===== src/rtl/warp_pkg.sv =====
// rtl/warp_pkg.sv - shared defaults and helpers for the warp scheduler slice
package warp_pkg;

    localparam int DEFAULT_NUM_WARPS = 4;
    localparam int DEFAULT_PC_WIDTH  = 8;

    // Warp id width; a single warp still needs one bit to carry an id.
    function automatic int wid_width(input int num_warps);
        return (num_warps <= 1) ? 1 : $clog2(num_warps);
    endfunction

    // LSB of warp idx's PC inside the flattened warp_pc bus.
    function automatic int pc_lsb(input int idx, input int pc_width);
        return idx * pc_width;
    endfunction

endpackage


===== src/rtl/rr_arbiter.sv =====
// rtl/rr_arbiter.sv - combinational round-robin arbiter with start pointer
//   req   : request vector
//   start : first index to consider; search wraps at N-1 -> 0
//   grant : one-hot grant (all-zero when nothing is requested)
//   idx   : encoded grant index
//   any   : at least one request present
module rr_arbiter #(
    parameter int N = 4,
    parameter int W = 2
) (
    input  logic [N-1:0] req,
    input  logic [W-1:0] start,
    output logic [N-1:0] grant,
    output logic [W-1:0] idx,
    output logic         any
);

    always_comb begin
        int s;
        int p;
        grant = '0;
        idx   = '0;
        any   = 1'b0;
        s     = int'(start);
        // A start beyond the last warp can only come from a non-power-of-two
        // pointer width; treat it as zero rather than searching off the end.
        if (s >= N) s = 0;
        p = 0;
        for (int k = 0; k < N; k++) begin
            p = s + k;
            if (p >= N) p = p - N;
            if (!any && req[p]) begin
                any      = 1'b1;
                grant[p] = 1'b1;
                idx      = W'(p);
            end
        end
    end

endmodule


===== src/rtl/warp_scheduler.sv =====
// rtl/warp_scheduler.sv - round-robin warp issue with per-warp issue gap
//   clk, reset_n  : clock, asynchronous active-low reset
//   sched_en      : global enable for new grants (slot still drains)
//   warp_ready    : per-warp readiness
//   warp_pc       : flattened per-warp PCs, warp i at [i*PC_WIDTH +: PC_WIDTH]
//   pc_update_en  : one-hot grant pulse to the warp-state blocks
//   issue_valid / issue_ready / issue_warp_id / issue_pc : issue slot to fetch
module warp_scheduler
    import warp_pkg::*;
#(
    parameter int NUM_WARPS = DEFAULT_NUM_WARPS,
    parameter int PC_WIDTH  = DEFAULT_PC_WIDTH,
    parameter int ISSUE_GAP = 2,
    parameter int WID_WIDTH = wid_width(NUM_WARPS)
) (
    input  logic                          clk,
    input  logic                          reset_n,
    input  logic                          sched_en,
    input  logic [NUM_WARPS-1:0]          warp_ready,
    input  logic [NUM_WARPS*PC_WIDTH-1:0] warp_pc,
    output logic [NUM_WARPS-1:0]          pc_update_en,
    output logic                          issue_valid,
    input  logic                          issue_ready,
    output logic [WID_WIDTH-1:0]          issue_warp_id,
    output logic [PC_WIDTH-1:0]           issue_pc
);

    localparam int GAP_W = (ISSUE_GAP > 0) ? $clog2(ISSUE_GAP + 1) : 1;
    localparam logic [GAP_W-1:0]     GAP_LOAD = GAP_W'(ISSUE_GAP);
    localparam logic [WID_WIDTH-1:0] LAST_WID = WID_WIDTH'(NUM_WARPS - 1);

    logic [WID_WIDTH-1:0] rr_ptr;
    logic [GAP_W-1:0]     gap_cnt [NUM_WARPS];
    logic [NUM_WARPS-1:0] eligible;
    logic [NUM_WARPS-1:0] arb_grant;
    logic [WID_WIDTH-1:0] arb_idx;
    logic                 arb_any;
    logic                 load;
    logic                 do_grant;
    logic [PC_WIDTH-1:0]  grant_pc;

    always_comb begin
        eligible = '0;
        for (int i = 0; i < NUM_WARPS; i++) begin
            eligible[i] = warp_ready[i] && (gap_cnt[i] == '0);
        end
    end

    rr_arbiter #(
        .N (NUM_WARPS),
        .W (WID_WIDTH)
    ) u_arb (
        .req   (eligible),
        .start (rr_ptr),
        .grant (arb_grant),
        .idx   (arb_idx),
        .any   (arb_any)
    );

    // The slot can take a new entry when empty or when fetch is taking the
    // current one this cycle, which gives one issue per cycle at full rate.
    assign load     = sched_en && (!issue_valid || issue_ready);
    assign do_grant = load && arb_any;

    // Gated by reset_n so the warp-state blocks never see a pulse during reset.
    assign pc_update_en = (do_grant && reset_n) ? arb_grant : '0;

    always_comb begin
        grant_pc = warp_pc[pc_lsb(int'(arb_idx), PC_WIDTH) +: PC_WIDTH];
    end

    always_ff @(posedge clk or negedge reset_n) begin
        if (!reset_n) begin
            issue_valid   <= 1'b0;
            issue_warp_id <= '0;
            issue_pc      <= '0;
            rr_ptr        <= '0;
            for (int i = 0; i < NUM_WARPS; i++) begin
                gap_cnt[i] <= '0;
            end
        end else begin
            if (do_grant) begin
                issue_valid   <= 1'b1;
                issue_warp_id <= arb_idx;
                issue_pc      <= grant_pc;
                rr_ptr        <= (arb_idx == LAST_WID) ? '0 : arb_idx + WID_WIDTH'(1);
            end else if (issue_valid && issue_ready) begin
                issue_valid <= 1'b0;
            end

            // Counters run regardless of backpressure so a stalled warp's gap
            // keeps elapsing while the slot is held.
            for (int i = 0; i < NUM_WARPS; i++) begin
                if (do_grant && arb_grant[i]) begin
                    gap_cnt[i] <= GAP_LOAD;
                end else if (gap_cnt[i] != '0) begin
                    gap_cnt[i] <= gap_cnt[i] - GAP_W'(1);
                end
            end
        end
    end

endmodule


===== config.mk =====
export PLATFORM = sky130hd
export DESIGN_NAME = warp_scheduler
export DESIGN_NICKNAME = d
export VERILOG_FILES = /design/src/rtl/warp_pkg.sv /design/src/rtl/rr_arbiter.sv /design/src/rtl/warp_scheduler.sv
export SDC_FILE = /design/constraint.sdc
export NUM_CORES = 1
export LEC_CHECK = 0
export ABC_AREA = 1
export CORE_UTILIZATION = 47
export DETAILED_ROUTE_END_ITERATION = 10
export GPL_TIMING_DRIVEN = 0
export PLACE_DENSITY = 0.89
export SYNTH_ARGS = -nofsm -noshare
export SYNTH_HDL_FRONTEND = slang
export SYNTH_SLANG_ARGS = --single-unit

===== constraint.sdc =====
create_clock -name clk -period 2.5 [get_ports clk]
set_input_delay 0.375 -clock clk [delete_from_list [all_inputs] [get_ports clk]]
set_output_delay 0.375 -clock clk [all_outputs]
set_load 0.1 [all_outputs]

# After elaboration in Yosys (flattened, before gate mapping)
# Cells that the tools add are included.
[totals]
word_cells = 122
register_bits = 21
out_inout_bits = 15
inputBits = 40
[op_classes]
muxes = 48
n_reduce_logical = 37
n_addsub = 12
eq_ne = 1
bitwise_logic = 3
magnitude_cmp = 12
n_shift = 1
[ops]
columns = ["cell", "n"]
rows = [
  ["32-bit by 1-bit >= comparator with 1-bit output (second input constant)", 4],
  ["32-bit by 4-bit < comparator with 1-bit output (second input constant)", 4],
  ["32-bit two-way mux", 4],
  ["32-bit by 4-bit >= comparator with 1-bit output (second input constant)", 3],
  ["32-bit by 4-bit subtractor with 32-bit output (second input constant)", 3],
  ["32-bit by 6-bit variable part select with 8-bit output", 1],
  ["2-bit two-way mux", 13],
  ["4-bit two-way mux", 5],
  ["1-bit logical AND", 19],
  ["1-bit two-way mux", 18],
  ["2-bit nonzero test", 9],
  ["4-bit bitwise OR", 3],
  ["1-bit binary-select mux with 2-bit select", 4],
  ["1-bit demux with 2-bit select", 4],
  ["2-bit zero test", 4],
  ["2-bit by 1-bit subtractor with 2-bit output (second input constant)", 4],
  ["2-bit by 2-bit adder with 3-bit output (second input constant)", 2],
  ["1-bit zero test", 4],
  ["2-bit by 3-bit subtractor with 4-bit output (second input constant)", 1],
  ["2-bit by 1-bit adder with 3-bit output (second input constant)", 1],
  ["2-bit by 3-bit >= comparator with 1-bit output (second input constant)", 1],
  ["2-bit by 1-bit adder with 2-bit output (second input constant)", 1],
  ["2-bit == test (second input constant)", 1],
  ["1-bit logical OR", 1],
]

# Logic depth before layout (Yosys ltp)
[depth]
ltp_word = 18
mapped_depth = 16
ltp_nobuf = 15

# By module
# From an unflattened synthesis, not the netlist that was laid out.
[unflattened]
cells_unflattened = 287
hier_area_um2 = 1896.8
[by_module_without_submodules]
columns = ["module", "seq_area_each_um2", "cells_per_inst", "n_inst", "area_per_inst_um2"]
rows = [
  ["warp_scheduler", 525.5, 210, 1, 1418.9],
  ["rr_arbiter", 0.0, 77, 1, 478.0],
]

# Least setup slack after synthesis
# Ideal clock, no wire load.
[synth_path]
path_type = "register to output"
startpoint = "reg rr_ptr[0]"
endpoint = "out pc_update_en[0]"
t_arrival_ns = 3.174
setup_slack_ns = -1.049
path_stages_with_launch = 11
required_time_ns = 2.125
path_cell_list = "dfrtp_1 > inv_2 > ha_1 > inv_1 > nand3_1 > nand2_2 > nand4_4 > nand2_1 > nor2_4 > o21ai_0 > nor2_1"
[synth_via]
elab_chain_len = 18
elab_cells_between_ends = 67
cone_classes = "add/sub: 7; order compare: 12; mux: 33; bitwise: 3; reduce/logical: 12"
[synth_rtl]
columns = ["item", "line_no", "rtl"]
rows = [
  ["start: declaration", "warp_scheduler.sv:32", "logic [WID_WIDTH-1:0] rr_ptr;"],
  ["start signal: assignment", "warp_scheduler.sv:86", "rr_ptr <= (arb_idx == LAST_WID) ? '0 : arb_idx + WID_WIDTH'(1);"],
  ["parallel branches: the longest is 17 deep, another holds 32-bit by 4-bit subtractor with 32-bit output", "n/a", ""],
  ["4-bit two-way mux (*)", "warp_scheduler.sv:66", "assign pc_update_en = (do_grant && reset_n) ? arb_grant : '0;"],
  ["end: declaration", "warp_scheduler.sv:21", "output logic [NUM_WARPS-1:0] pc_update_en,"],
]
# Mark *: on every way between the ends. The select of a mux whose other input is x is not followed.

# Final worst setup path
[layout_path]
startpoint = "reg gap_cnt[2] (netlist bit)"
endpoint = "out pc_update_en[3]"
[layout_via]
elab_chain_len = 18
elab_cells_between_ends = 34
cone_classes = "mux: 21; bitwise: 3; reduce/logical: 10"
[layout_rtl]
columns = ["item", "line_no", "rtl"]
rows = [
  ["start: declaration", "warp_scheduler.sv:33", "logic [GAP_W-1:0] gap_cnt [NUM_WARPS];"],
  ["start signal: indexed assignment", "warp_scheduler.sv:97", "gap_cnt[i] <= gap_cnt[i] - GAP_W'(1);"],
  ["2-bit zero test (*)", "warp_scheduler.sv:45", "eligible[i] = warp_ready[i] && (gap_cnt[i] == '0);"],
  ["1-bit logical AND (*)", "warp_scheduler.sv:45", ""],
  ["1-bit binary-select mux with 2-bit select", "rr_arbiter.sv:32", "if (!any && req[p]) begin"],
  ["1-bit two-way mux (not written as such) (2 in a row)", "rr_arbiter.sv:32", ""],
  ["1-bit two-way mux", "rr_arbiter.sv:32", ""],
  ["1-bit zero test", "rr_arbiter.sv:32", ""],
  ["1-bit logical AND", "rr_arbiter.sv:32", ""],
  ["1-bit two-way mux", "rr_arbiter.sv:32", ""],
  ["1-bit zero test", "rr_arbiter.sv:32", ""],
  ["1-bit logical AND", "rr_arbiter.sv:32", ""],
  ["1-bit two-way mux", "rr_arbiter.sv:32", ""],
  ["1-bit zero test", "rr_arbiter.sv:32", ""],
  ["1-bit logical AND", "rr_arbiter.sv:32", ""],
  ["1-bit two-way mux", "rr_arbiter.sv:32", ""],
  ["1-bit logical AND", "warp_scheduler.sv:63", "assign do_grant = load && arb_any;"],
  ["1-bit logical AND", "warp_scheduler.sv:66", ""],
  ["4-bit two-way mux (*)", "warp_scheduler.sv:66", ""],
]
# Every way passes the cells marked *; elsewhere a longest branch is shown, timed or not. The select of a mux whose other input is x is not followed.

==> key figures <==
Yosys
  – Syn Inst Count: 259
  – Syn_nets: 311
  – Sequential share of the synthesized area: 0.293
  – Synth Area per Inst: 6.93 µm²
  – Synth Area in XOR/XNOR: 0
  – Post-Syn Area: 0.00180 mm²
  – Synthesized flop and latch total: 21
  – Distinct cells, synth: 26
  – Simple-Gate Fraction of Synth Area: 0.445
  – Compound-Gate Fraction of Synth Area: 0.0634
  – Synth warn: 0
  – Mux contribution to synthesized area: 0
  – Main combinational cell family by area after synthesis: simple AND/OR/NAND/NOR gates
  – Adder-cell area share of the yosys netlist: 0.0836

Routing
  – Met2 wire length: 3.32 mm
  – DR pass1 iterations: 4
  – First DRT Iteration DRCs: 183
  – WL per Instance: 16.4 µm
  – DR top layer: met4
  – Via count: 2,183
  – Met3 WL post-DR: 425 µm
  – Average vias per placed instance: 5.51
  – Routed WL: 6.51 mm
  – Wl on met1: 2.46 mm
  – DRC errors left: 0
  – Final ANT Viol Nets: 0

Finish
  – Post-route cell area: 0.00311 mm²
  – Antenna Cells: 0
  – Area growth, synth to finish: 73.3%
  – Final Net Count: 401
  – Fill count: 214
  – Finished Core Util: 0.850
  – Fraction of layout cells with a size suffix above 1: 0.345

STA
  – Final Cycle Share: 1.04
  – Unrepaired setup endpoints after global routing: yes
  – Worst Tran Pin Value: 1.01 ns
  – Clock skew: 0.00860 ns
  – Relative slew margins: 0.327
  – Final Hold Fails: 0
  – Max Fclk: 386 MHz
  – Pins Over Slew Limit: 0
  – Worst Hold Slack: 0.182 ns
  – Final setup fails: 4
  – Minimum clock period: 2.59 ns
  – Final WS setup: -0.0922 ns

Setup path
  – Critical path's largest stage delay: 0.41 ns
  – Crit Path Class: register to output port
  – Worst Path Required: 2.12 ns
  – CP Launch Type: register
  – Delay-heaviest family, CP: simple AND/OR/NAND/NOR gates
  – Slowest CP cell: dfrtp_1
  – Critical Path AT: 2.22 ns
  – CP Cell Sequence: inv_2 -> ha_4 -> nand3_2 -> nand3_2 -> nand2_8 -> nand4_4 -> nand2_4 -> nor2_4 -> buf_12 -> o21ai_4 -> nor2_4 -> buf_12
  – Crit Path Max Fanout: 5
  – Buf/Inv on CP: 3
  – Critical Path End Type: output port

Floorplanning
  – Ports: 55
  – Chip height: 63.8 µm
  – Die W: 63.8 µm
  – Number of core rows: 22
  – Starting Density: 0.490
  – Die area: 0.00407 mm²
  – Core area: 0.00366 mm²

GRT
  – GRT Total Usage: 0.313
  – Vias in the first global route: 2,165
  – Overflow after GRT: 0
  – Initial antenna violation count: 0
  – Global-route wire length before repair: 9.77 mm
  – Largest net degree at the start of global routing: 23

Outcome
  – Status: finished with violations
  – Failing checks: negative setup slack

Clock tree
  – CTS buffer count: 3
  – CTS tree: yes
  – Longest Clk Path Bufs: 2
  – Skew-Pair Late Insertion Delay: 0.29 ns
  – Clock transition at the registers of the reported paths: 0.09 ns
  – Clock Sinks: 21
  – CTS H-tree lvls: 1
  – Root Driver: clkbuf_8

Place
  – GPL Wtd Cong: 0.843
  – PortBufs: 54
  – Placement Cell Area: 0.00253 mm²
  – DP HPWL: 3.46 mm

Flow run
  – Max-Cap Viols: 0

Min path
  – Worst hold path type: input port to async pin
==> metrics by stage <==
step	TNS, ns	setup slack [ns]	instances
after floorplan	-0.281	-0.0704	259
final	-0.322	-0.0922	396
after CTS	0	0.000647	385
after global routing	-0.576	-0.165	396
after detailed placement	-6.78	-1.30	361
after global placement	-6.10	-1.27	361
==> registers in the layout, summed over array words and instances (netlist names) <==
signal,count
gap_cnt,8
issue_pc,8
issue_valid,1
issue_warp_id,2
rr_ptr,2
==> synth_stat cells (all sizes together) <==
library cell  count  share of area
buf               4          0.020
nand2            70           0.16
nand3b            4          0.017
ha               12          0.084
nand3            50           0.16
or2               8          0.028
inv              46          0.096
dfrtp            21           0.29
nor2             16          0.043
o21ai             8          0.022
o211ai            8          0.033
a21oi             2         0.0077
nand4            10          0.043
==> timing repair <==
| action | CTS | global route |
|---|---|---|
| hold buffers | 0 | 0 |
| resized for setup | 86 | 12 |
| setup buffers | 20 | 11 |
| pin swaps | 21 | 15 |
| setup endpoints to repair | 5 | 6 |
==> final timing paths <==
path                       cells past startpoint              from  slack [ns]               end
max reg2reg                                   15         rr_ptr[0]        0.17       issue_pc[4]
min reg2reg                                    2  issue_warp_id[1]        0.51  issue_warp_id[1]
min in group clk                               2  issue_warp_id[1]        0.51  issue_warp_id[1]
max                                           12        gap_cnt[2]       -0.09   pc_update_en[3]
max in group asynchronous                      1           reset_n        1.88         rr_ptr[1]
min                                            1           reset_n        0.18        gap_cnt[5]
==> placed cells by master (no fill, tap or decap), types with 5 or more instances in the layout <==
master / count
nand2_1: 61
nand2_4: 6
ha_4: 5
dfrtp_1: 19
or2_2: 7
buf_4: 30
nand4_1: 9
nor2_4: 11
o211ai_1: 8
inv_1: 31
nand3_2: 11
nand3_4: 9
ha_1: 7
nand3_1: 30
clkdlybuf4s50_1: 47
buf_12: 5
inv_2: 11
==> per-layer routing <==
metal / vias up / GRT usage
met5: - / 0
met4: 0 / 0.176
met3: 32 / 0.0446
met2: 117 / 0.578
met1: 1019 / 0.337
li1: 1015 / -
==> cell families (layout without fill, tap and decap cells) <==
family | count (synthesis) | count (layout)
buffers and inverters | 50 | 139
DFF | 21 | 21
AOI/OAI and AO/OA | 18 | 18
and+or+nand+nor | 158 | 158
adders and majority gates | 12 | 12
==> worst register-to-register path, stage by stage, from the launching register on <==
cell     delay (ns)
dfrtp_2        0.42
inv_6          0.06
ha_4           0.31
nand3_2        0.15
nand2_8        0.14
nand3_4        0.10
buf_4          0.17
nand2_1        0.10
nand2_4        0.12
nand3_4        0.12
buf_6          0.15
nand2_1        0.06
nand3_1        0.08
nand2_1        0.08
nand2_1        0.09
nand2_1        0.07
==> cell type report <==
cell class                 count  area, µm²  share of cell area
clock buffer                   3       41.3              0.0133
tap                           48       60.1              0.0193
clock inverter                 1       5.00             0.00161
sequential                    21        528               0.170
timing repair buffer          85        832               0.267
inverter                      46        185              0.0595
buffer                         4       38.8              0.0125
multi-input combinational    188       1420               0.457
Power is not shown: default switching activity piles up to over one toggle a cycle in this logic, so the estimate is an artifact.
